[src/rtl/cpu_pkg.sv]
// Shared datapath definitions for the MEM/WB stage: default widths,
// the write-back entry layout and the hard-wired zero register index.
package cpu_pkg;

  localparam int CPU_DATA_W = 32;
  localparam int CPU_ADDR_W = 5;

  // Register index whose writes are architecturally discarded.
  localparam int unsigned ZERO_REG = 0;

  // Entry layout at the default widths. Parametrised modules mirror this
  // field order in a local typedef so the packed bit layout is identical.
  typedef struct packed {
    logic                  regwrite;
    logic                  memtoreg;
    logic [CPU_DATA_W-1:0] res;
    logic [CPU_DATA_W-1:0] dato;
    logic [CPU_ADDR_W-1:0] aw;
    logic [CPU_DATA_W-1:0] wbdata;
  } wb_entry_t;

  // Packed width of an entry for arbitrary data/address widths.
  function automatic int entry_w(input int dw, input int aw);
    return 2 + 3 * dw + aw;
  endfunction

endpackage

[src/rtl/mem_wb_skid_stage_if.sv]
// MEM/WB handshake bundle: upstream entry, downstream head and flush.
// master = pipeline control side (memory stage + write-back consumer),
// slave  = the MEM/WB register itself.
interface mem_wb_skid_stage_if
  import cpu_pkg::*;
#(
  parameter int DATA_W = CPU_DATA_W,
  parameter int ADDR_W = CPU_ADDR_W
);
  logic              flush;
  logic              in_valid;
  logic              in_ready;
  logic              in_regwrite;
  logic              in_memtoreg;
  logic [DATA_W-1:0] in_res;
  logic [DATA_W-1:0] in_dato;
  logic [ADDR_W-1:0] in_aw;
  logic              out_valid;
  logic              out_ready;
  logic              out_regwrite;
  logic              out_memtoreg;
  logic [DATA_W-1:0] out_res;
  logic [DATA_W-1:0] out_dato;
  logic [ADDR_W-1:0] out_aw;
  logic [DATA_W-1:0] out_wbdata;

  modport master (
    output flush, in_valid, in_regwrite, in_memtoreg, in_res, in_dato, in_aw,
    output out_ready,
    input  in_ready,
    input  out_valid, out_regwrite, out_memtoreg, out_res, out_dato, out_aw,
    input  out_wbdata
  );

  modport slave (
    input  flush, in_valid, in_regwrite, in_memtoreg, in_res, in_dato, in_aw,
    input  out_ready,
    output in_ready,
    output out_valid, out_regwrite, out_memtoreg, out_res, out_dato, out_aw,
    output out_wbdata
  );
endinterface

[src/rtl/mem_wb_skid_stage_pack.sv]
// Combinational entry builder: applies the $zero write guard and
// precomputes the write-back mux so the stage output is a plain flop.
module wb_entry_pack
  import cpu_pkg::*;
#(
  parameter int DATA_W     = CPU_DATA_W,
  parameter int ADDR_W     = CPU_ADDR_W,
  parameter bit ZERO_GUARD = 1'b1,
  parameter int ENTRY_W    = entry_w(DATA_W, ADDR_W)
) (
  input  logic               regwrite,
  input  logic               memtoreg,
  input  logic [DATA_W-1:0]  res,
  input  logic [DATA_W-1:0]  dato,
  input  logic [ADDR_W-1:0]  aw,
  output logic [ENTRY_W-1:0] entry
);
  typedef struct packed {
    logic              regwrite;
    logic              memtoreg;
    logic [DATA_W-1:0] res;
    logic [DATA_W-1:0] dato;
    logic [ADDR_W-1:0] aw;
    logic [DATA_W-1:0] wbdata;
  } entry_t;

  entry_t e;
  logic   to_zero;

  assign to_zero = ZERO_GUARD && (aw == ADDR_W'(ZERO_REG));

  // Build the entry; the mux is written bitwise so each bit is an AND-OR.
  always_comb begin
    e          = '0;
    e.regwrite = regwrite && !to_zero;
    e.memtoreg = memtoreg;
    e.res      = res;
    e.dato     = dato;
    e.aw       = aw;
    e.wbdata   = ({DATA_W{memtoreg}} & dato) | ({DATA_W{~memtoreg}} & res);
  end

  assign entry = e;
endmodule

[src/rtl/mem_wb_skid_stage.sv]
// MEM/WB pipeline register with a 2-entry skid buffer. in_ready comes
// straight from a flop so the write-back stall never reaches upstream
// combinationally; flush empties the stage and drops same-cycle input.
module mem_wb_skid_stage
  import cpu_pkg::*;
#(
  parameter int DATA_W     = CPU_DATA_W,
  parameter int ADDR_W     = CPU_ADDR_W,
  parameter bit ZERO_GUARD = 1'b1
) (
  input  logic                  clk,
  input  logic                  rst_n,
  mem_wb_skid_stage_if.slave    bus
);
  localparam int ENTRY_W = entry_w(DATA_W, ADDR_W);

  localparam logic [1:0] EMPTY = 2'd0;
  localparam logic [1:0] ONE   = 2'd1;
  localparam logic [1:0] FULL  = 2'd2;

  typedef struct packed {
    logic              regwrite;
    logic              memtoreg;
    logic [DATA_W-1:0] res;
    logic [DATA_W-1:0] dato;
    logic [ADDR_W-1:0] aw;
    logic [DATA_W-1:0] wbdata;
  } entry_t;

  logic [ENTRY_W-1:0] in_bits;
  entry_t             in_ent;
  entry_t             main_q;
  entry_t             skid_q;
  logic [1:0]         state_q;
  logic [1:0]         state_d;
  logic               in_ready_q;
  logic               main_valid;
  logic               acc;
  logic               pop;
  logic               main_ld;
  logic               main_from_skid;
  logic               skid_ld;

  wb_entry_pack #(
    .DATA_W     (DATA_W),
    .ADDR_W     (ADDR_W),
    .ZERO_GUARD (ZERO_GUARD),
    .ENTRY_W    (ENTRY_W)
  ) u_pack (
    .regwrite (bus.in_regwrite),
    .memtoreg (bus.in_memtoreg),
    .res      (bus.in_res),
    .dato     (bus.in_dato),
    .aw       (bus.in_aw),
    .entry    (in_bits)
  );

  assign in_ent     = in_bits;
  assign main_valid = (state_q != EMPTY);
  assign acc        = bus.in_valid && in_ready_q;
  assign pop        = main_valid && bus.out_ready;

  // Occupancy transitions and which register loads from where.
  always_comb begin
    state_d        = state_q;
    main_ld        = 1'b0;
    main_from_skid = 1'b0;
    skid_ld        = 1'b0;
    if (bus.flush) begin
      state_d = EMPTY;
    end else begin
      case (state_q)
        EMPTY: if (acc) begin
          main_ld = 1'b1;
          state_d = ONE;
        end
        ONE: begin
          if (acc && pop) begin
            main_ld = 1'b1;
          end else if (acc) begin
            skid_ld = 1'b1;
            state_d = FULL;
          end else if (pop) begin
            state_d = EMPTY;
          end
        end
        FULL: if (pop) begin
          main_from_skid = 1'b1;
          state_d        = ONE;
        end
        default: state_d = EMPTY;
      endcase
    end
  end

  // State and the registered ready, which is low only while FULL.
  always_ff @(posedge clk or negedge rst_n) begin
    if (!rst_n) begin
      state_q    <= EMPTY;
      in_ready_q <= 1'b1;
    end else begin
      state_q    <= state_d;
      in_ready_q <= (state_d != FULL);
    end
  end

  // Head entry: fresh input or promoted skid entry.
  always_ff @(posedge clk or negedge rst_n) begin
    if (!rst_n)              main_q <= '0;
    else if (main_ld)        main_q <= in_ent;
    else if (main_from_skid) main_q <= skid_q;
  end

  // Overflow entry captured while the head is stalled.
  always_ff @(posedge clk or negedge rst_n) begin
    if (!rst_n)       skid_q <= '0;
    else if (skid_ld) skid_q <= in_ent;
  end

  assign bus.in_ready     = in_ready_q;
  assign bus.out_valid    = main_valid;
  assign bus.out_regwrite = main_valid && main_q.regwrite;
  assign bus.out_memtoreg = main_q.memtoreg;
  assign bus.out_res      = main_q.res;
  assign bus.out_dato     = main_q.dato;
  assign bus.out_aw       = main_q.aw;
  assign bus.out_wbdata   = main_q.wbdata;
endmodule

[src/flat_wrapper.sv]
// flat-port wrapper written by rule: the top's interface ports become plain ports
module mem_wb_skid_stage_flat import cpu_pkg::*;
#(
  parameter int DATA_W     = CPU_DATA_W,
  parameter int ADDR_W     = CPU_ADDR_W,
  parameter bit ZERO_GUARD = 1'b1
)
  (clk, rst_n, bus_flush, bus_in_valid, bus_in_regwrite, bus_in_memtoreg, bus_in_res, bus_in_dato, bus_in_aw, bus_out_ready, bus_in_ready, bus_out_valid, bus_out_regwrite, bus_out_memtoreg, bus_out_res, bus_out_dato, bus_out_aw, bus_out_wbdata);
  mem_wb_skid_stage_if #(.DATA_W(DATA_W), .ADDR_W(ADDR_W)) bus_i ();
  input  logic clk;
  input  logic rst_n;
  input wire logic [$bits(bus_i.flush)-1:0] bus_flush;
  input wire logic [$bits(bus_i.in_valid)-1:0] bus_in_valid;
  input wire logic [$bits(bus_i.in_regwrite)-1:0] bus_in_regwrite;
  input wire logic [$bits(bus_i.in_memtoreg)-1:0] bus_in_memtoreg;
  input wire logic [$bits(bus_i.in_res)-1:0] bus_in_res;
  input wire logic [$bits(bus_i.in_dato)-1:0] bus_in_dato;
  input wire logic [$bits(bus_i.in_aw)-1:0] bus_in_aw;
  input wire logic [$bits(bus_i.out_ready)-1:0] bus_out_ready;
  output wire logic [$bits(bus_i.in_ready)-1:0] bus_in_ready;
  output wire logic [$bits(bus_i.out_valid)-1:0] bus_out_valid;
  output wire logic [$bits(bus_i.out_regwrite)-1:0] bus_out_regwrite;
  output wire logic [$bits(bus_i.out_memtoreg)-1:0] bus_out_memtoreg;
  output wire logic [$bits(bus_i.out_res)-1:0] bus_out_res;
  output wire logic [$bits(bus_i.out_dato)-1:0] bus_out_dato;
  output wire logic [$bits(bus_i.out_aw)-1:0] bus_out_aw;
  output wire logic [$bits(bus_i.out_wbdata)-1:0] bus_out_wbdata;
  assign bus_i.flush = bus_flush;
  assign bus_i.in_valid = bus_in_valid;
  assign bus_i.in_regwrite = bus_in_regwrite;
  assign bus_i.in_memtoreg = bus_in_memtoreg;
  assign bus_i.in_res = bus_in_res;
  assign bus_i.in_dato = bus_in_dato;
  assign bus_i.in_aw = bus_in_aw;
  assign bus_i.out_ready = bus_out_ready;
  assign bus_in_ready = bus_i.in_ready;
  assign bus_out_valid = bus_i.out_valid;
  assign bus_out_regwrite = bus_i.out_regwrite;
  assign bus_out_memtoreg = bus_i.out_memtoreg;
  assign bus_out_res = bus_i.out_res;
  assign bus_out_dato = bus_i.out_dato;
  assign bus_out_aw = bus_i.out_aw;
  assign bus_out_wbdata = bus_i.out_wbdata;
  mem_wb_skid_stage #(.DATA_W(DATA_W), .ADDR_W(ADDR_W), .ZERO_GUARD(ZERO_GUARD)) u_core (.clk(clk), .rst_n(rst_n), .bus(bus_i));
endmodule
[config.mk]
export PLATFORM = sky130hd
export DESIGN_NAME = mem_wb_skid_stage_flat
export DESIGN_NICKNAME = d
export VERILOG_FILES = /design/src/rtl/cpu_pkg.sv /design/src/rtl/mem_wb_skid_stage_if.sv /design/src/rtl/mem_wb_skid_stage_pack.sv /design/src/rtl/mem_wb_skid_stage.sv /design/src/flat_wrapper.sv
export SDC_FILE = /design/constraint.sdc
export NUM_CORES = 1
export LEC_CHECK = 0
export ABC_AREA = 1
export CORE_MARGIN = 1
export CORE_UTILIZATION = 30
export CTS_BUF_LIST = sky130_fd_sc_hd__clkbuf_16
export DETAILED_ROUTE_END_ITERATION = 8
export PLACE_DENSITY = 0.49
export SLEW_MARGIN = 20
export SYNTH_ARGS = -nofsm -noshare
export SYNTH_HDL_FRONTEND = slang
export SYNTH_SLANG_ARGS = --single-unit
export TNS_END_PERCENT = 10
[constraint.sdc]
create_clock -name clk -period 3.84 [get_ports clk]
set_clock_uncertainty 0.05 [all_clocks]
set_input_delay 0.768 -clock clk [delete_from_list [all_inputs] [get_ports clk]]
set_output_delay 0.768 -clock clk [all_outputs]
set_load 0.03 [all_outputs]
---- After elaboration in Yosys (flattened, before gate mapping) ----
Cells that the tools add are included.
word-level totals
  input port bits ......................... 76
  logic and storage cells ................. 50
  bits in registers ....................... 209
operators by class
  reduce and logical (&&, ||, !) cells .... 10
  muxes and demuxes ....................... 19
  bitwise logic cells ..................... 4
  eq/ne operators ......................... 3
operator list
  kind                number
  $mux 103            2
  $and 32x32->32      2
  $or 32x32->32       1
  $mux 2              6
  $mux 1              9
  $pmux 2 s3          1
  $logic_and 1x1->1   5
  $logic_not 5->1     1
  $reduce_bool 2->1   2
  $eq 2x1->1 const B  1
  $eq 2x2->1 const B  1
  $logic_not 2->1     1
  $ne 2x2->1 const B  1
  $pmux 1 s2          1
  $logic_not 1->1     1
  $not 1->1           1

---- Longest topological paths before layout ----
  depth after elaboration ................. 8
  gate-level depth with buffers ........... 9

---- Modules after synthesis ----
Synthesis repeated with hierarchy kept, for this count alone.
second synthesis, totals
  cells, all modules ...................... 1332
  area, all modules ....................... 10921.7 um^2
by module, submodules not included
  module             cells each  instances  area each (um^2)  seq. area each (um^2)
  mem_wb_skid_stage  1153        1          9759.4            5231.3
  wb_entry_pack      179         1          1162.4            0.0

---- Worst setup path before layout ----
Ideal clock, no wire load.
  path type ............................... input to register
  start ................................... in bus_in_valid
  end ..................................... reg u_core.skid_q[102] in the netlist's numbering
  arrival ................................. 1575 ps
  stages .................................. 7
  buffers on the path ..................... 2
  setup slack ............................. 2080 ps
  setup time .............................. 135 ps
  cell sequence ........................... nand2_1 -> nor2_2 -> nand4_4 -> buf_2 -> buf_2 -> nand2_1 -> o21ai_0
on the way
  longest elaborated chain between the ends .. 5
RTL lines
  element                                      line                                              source
  start: declaration                           flat_wrapper.sv:13                                input wire logic [$bits(bus_i.in_valid)-1:0] bus_in_valid;
  $logic_and 1x1->1 (*)                        mem_wb_skid_stage.sv:60                           assign acc = bus.in_valid && in_ready_q;
  $mux 1 or $logic_and 1x1->1 (tied branches)  mem_wb_skid_stage.sv:80, mem_wb_skid_stage.sv:78
  $mux 1 (*)                                   mem_wb_skid_stage.sv:78                           if (acc && pop) begin
  $mux 1 (*)                                   mem_wb_skid_stage.sv:72                           case (state_q)
  $mux 1 (*)                                   mem_wb_skid_stage.sv:69                           if (bus.flush) begin
  end signal: assignment                       mem_wb_skid_stage.sv:117                          else if (skid_ld) skid_q <= in_ent;
  end: declaration                             mem_wb_skid_stage.sv:33                           entry_t skid_q;
Every way passes the cells marked *; elsewhere a longest branch is shown, timed or not.
A chain may end at the register's enable or synchronous reset.

---- Worst setup path after layout ----
  start ................................... reg u_core.state_q[0]
  end ..................................... out bus_out_regwrite
on the way
  longest elaborated chain between the ends .. 2
RTL lines
  element                   line                      source
  start: declaration        mem_wb_skid_stage.sv:34   logic [1:0] state_q;
  start signal: assignment  mem_wb_skid_stage.sv:102  state_q <= state_d;
  $reduce_bool 2->1         mem_wb_skid_stage.sv:59   assign main_valid = (state_q != EMPTY);
  $logic_and 1x1->1         mem_wb_skid_stage.sv:122  assign bus.out_regwrite = main_valid && main_q.regwrite;
  end: declaration          flat_wrapper.sv:22        output wire logic [$bits(bus_i.out_regwrite)-1:0] bus_out_regwrite;
No other way between the ends.

==> results.txt <==
The flow ran to the end, and the final reports show no timing, DRC or antenna violations. The worst setup path is captured at a primary output. The logs give 0 for the number of max-cap violations and 0 for the number of resized instances in the post-cts repair step. Once detailed placement completed, the half-perimeter wirelength came to 16,700 um.

Most common cell in the netlist: sky130_fd_sc_hd__nand2_1. Clock transition at the registers of the reported paths: 0.06 ns. The share of the yosys chip area belonging to registers is 0.519, and the number of nets with antenna violations after detailed routing is 0.

The final-report max-slew violation count is 0. The startpoint identified for the worst register-to-register timing path is u_core.bus.in_ready$_DFF_PN1_. The mean instance size in the synthesized netlist is 8.28 um2.

The number of antenna violations at the first check in global routing is 0. Relative to the synthesized area, the layout overhead comes to 21.6%. The logs give 45,300 um for the wire length of the first global-routing pass and 0 for the number of antenna diodes. For the worst setup path, the data arrival time is 2.15 ns. In the detailed route, the total length drawn on met2 is 12,700 um.

The critical path starts at u_core.state_q[0]$_DFF_PN0_. Setup repair after global routing left no endpoint under its margin. The highest metal layer carrying signal wires in the routed design is met4. For the total number of yosys warnings, the log shows 0. The first detailed-routing pass ran for 5 iterations. For this design, the sink count on the clock tree is 209. The tools report the highest clock frequency the design can meet as 0.336 GHz.

The maximum buffer depth of the clock tree was 3. The die area is 34,300 um2, and the headroom to the max-slew limit is 0.378. The tools report the count of endpoints failing hold in the final timing report as 0. The number of flops mapped to enable cells by yosys works out to 0. In the synthesized netlist, the cells that appear most often are sky130_fd_sc_hd__nand2_1, sky130_fd_sc_hd__dfrtp_1, sky130_fd_sc_hd__nand3_1. Dividing the detail-routed wire length by the instance count gives 16.3 um. The run gives 1 as the maximum level of the CTS H-tree. Kind of critical path: reg -> out.

The routability congestion estimate from global placement is 0.729. The worst supply voltage drop on vdd is 0.256 mV, and the count of cells along the worst register-to-register path is 6. The total negative slack was 0 ns; the leakage power was 5.76 nW.

The run gives 1310 um as the met3 wirelength from detailed routing. The worst path meets setup with 0.867 ns of slack. The worst-margin pin slew is 0.931 ns, and the clock period minus final worst setup slack is 2.97 ns. TritonCTS built the clock tree. Counting the fill cells in the layout gives 3,377. The power per cell area came out at 573 nW/um2. The overall global routing resource usage is 0.168, and the number of port buffers is 180. The mapped netlist covers 10,100 um2.

The synthesized design contains 209 register bits. In the routed design, unresolved DRC markers number 0. The proportion of synthesized flip-flops having asynchronous set or reset works out to 1.00.

The final-report setup violation count was 0. The tools report the data required time at the worst endpoint as 3.02 ns. The final-layout worst hold slack came out at 0.233 ns. Including well taps, the total number of placed cells is 1,676.

Element type at the critical path start: a flop. The chip width was 185 um. After floorplanning, the core was divided into 66 placement rows.

Summed over all layers, the routed wires come to 28,100 um. The worst hold path belongs to the class in -> async. The floorplan core area is 32,800 um2, and the remaining global-route overflow is 0. In this run the register-to-register setup slack is 1.39 ns. Via count of the first global-routing pass: 8,076.

The critical-path maximum fanout works out to 6. At the placement stage, the worst setup path has a slack of 0.661 ns. For the worst-skew pair, the clock arrives at the later sink with an insertion delay of 0.52 ns. The layout cell share with drive strength beyond 1 was 0.0501; the number of different library cells in the post-synthesis netlist was 22.

The initial standard-cell utilization of the core is 0.307, and the hold buffer count at CTS is 0. The final critical-path share of the clock period is 0.774. Clock tree synthesis selected as its root buffer the cell sky130_fd_sc_hd__clkbuf_16.

Counting every instance in the synthesized netlist gives 1,216. The run gives 7,989 as the detailed-route via count. Violation count after the first detailed-routing iteration: 490. For this block, wires on met1 add up to 13,800 um. In this run the count of I/O pins placed on the die edge is 181.

The main flop type after synthesis is sky130_fd_sc_hd__dfrtp_1. The run gives 0.374 as the final cell utilization of the core. For the post-synthesis net count, the log shows 1,292. The total number of nets in the final design is 1,337, and the TritonCTS buffer count is 25.

The endpoint identified for the worst register-to-register timing path is u_core.skid_q[45]$_DFFE_PN0P_. Dividing the detail-routed via count by the number of cells gives 4.64. Of all cell types, the one taking the most synthesized area is sky130_fd_sc_hd__dfrtp_1. The post-CTS setup repair buffer count came out at 0.

After synthesis, the cell types taking the most area are sky130_fd_sc_hd__dfrtp_1, sky130_fd_sc_hd__nand2_1, sky130_fd_sc_hd__nand3_1, sky130_fd_sc_hd__buf_4, sky130_fd_sc_hd__o21ai_0. Largest net degree at the start of global routing: 104. Excluding fillers, the count of instances in the completed layout stands at 1,720. The vertical die dimension is 185 um, and the top cell type's share of synthesized area is 0.517.
[layer usage]
metal  global-route usage  vias up
met5                    0        -
met4               0.0304        0
met3               0.0240       29
met2                0.265      191
met1                0.243     3867
li1                     -     3902
[logic make-up (layout without fill, tap and decap cells)]
group | count (synthesis) | after routing | synth area share
AOI/OAI and AO/OA | 106 | 106 | 0.0527
buffers and inverters | 229 | 291 | 0.133
DFF | 209 | 209 | 0.519
and+or+nand+nor | 672 | 672 | 0.295
[critical path, stage by stage, from the launching register on]
cell,delay [ns]
sky130_fd_sc_hd__dfrtp_1,0.48
sky130_fd_sc_hd__nor2_1,0.40
sky130_fd_sc_hd__nor2_1,0.08
sky130_fd_sc_hd__clkdlybuf4s50_1,0.68
[flip-flops by register name, summed over array words and instances, names as in the netlist]
name and cells:
u_core.main_q 1, u_core.state_q 2, u_core.skid_q 103, u_core.bus.out_res 32, u_core.bus.out_aw 5, u_core.bus.in_ready 1, u_core.bus.out_memtoreg 1, u_core.bus.out_wbdata 32
u_core.bus.out_dato 32
[cell type report]
| cell class | count | area, um2 | share of cell area |
|---|---|---|---|
| Sequential cell | 209 | 5230 | 0.427 |
| Multi-Input combinational cell | 778 | 3520 | 0.287 |
| Timing Repair Buffer | 198 | 2000 | 0.163 |
| Clock buffer | 25 | 626 | 0.0511 |
| Tap cell | 442 | 553 | 0.0452 |
| Inverter | 49 | 184 | 0.0150 |
| Clock inverter | 19 | 134 | 0.0109 |
[layout by cell type, fill, tap and decap left out, drive strengths merged]
master,n
clkbuf,25
nand3b,33
o21ai,104
clkinv,7
bufinv,2
buf,20
nor3,2
dfrtp,208
nor2,74
inv,59
nand3,208
a21oi,2
nand4,1
clkdlybuf4s50,178
dfstp,1
nand2,354
[how the worst max path moves through the flow]
stage                                          end  slack [ns]  depth (start not counted)
detailed placement   u_core.skid_q[23]$_DFFE_PN0P_        0.66                          7
floorplan           u_core.skid_q[102]$_DFFE_PN0P_        2.08                          7
finish                            bus_out_regwrite        0.87                          3
global placement     u_core.skid_q[21]$_DFFE_PN0P_        0.71                          7
global route                      bus_out_regwrite        0.77                          3
CTS                               bus_out_regwrite        0.83                          3
[metrics by stage]
stage	power [mW]	instance area, um2
5_1_grt	7.44	12200
3_3_place_gp	4.83	11500
4_1_cts	7.13	12200
2_1_floorplan	4.34	10100
3_5_place_dp	4.86	11500
6_report	7.02	12200
[where the power goes]
group          switching (mW)  internal [mW]  leakage, nW  total, mW
logic                    1.03          0.732         2.80       1.76
registers               0.304           2.73         2.56       3.04
clock network           0.913           1.30        0.402       2.22
total                    2.25           4.77         5.76       7.02
No activity file was read; power rests on OpenSTA's default activity.
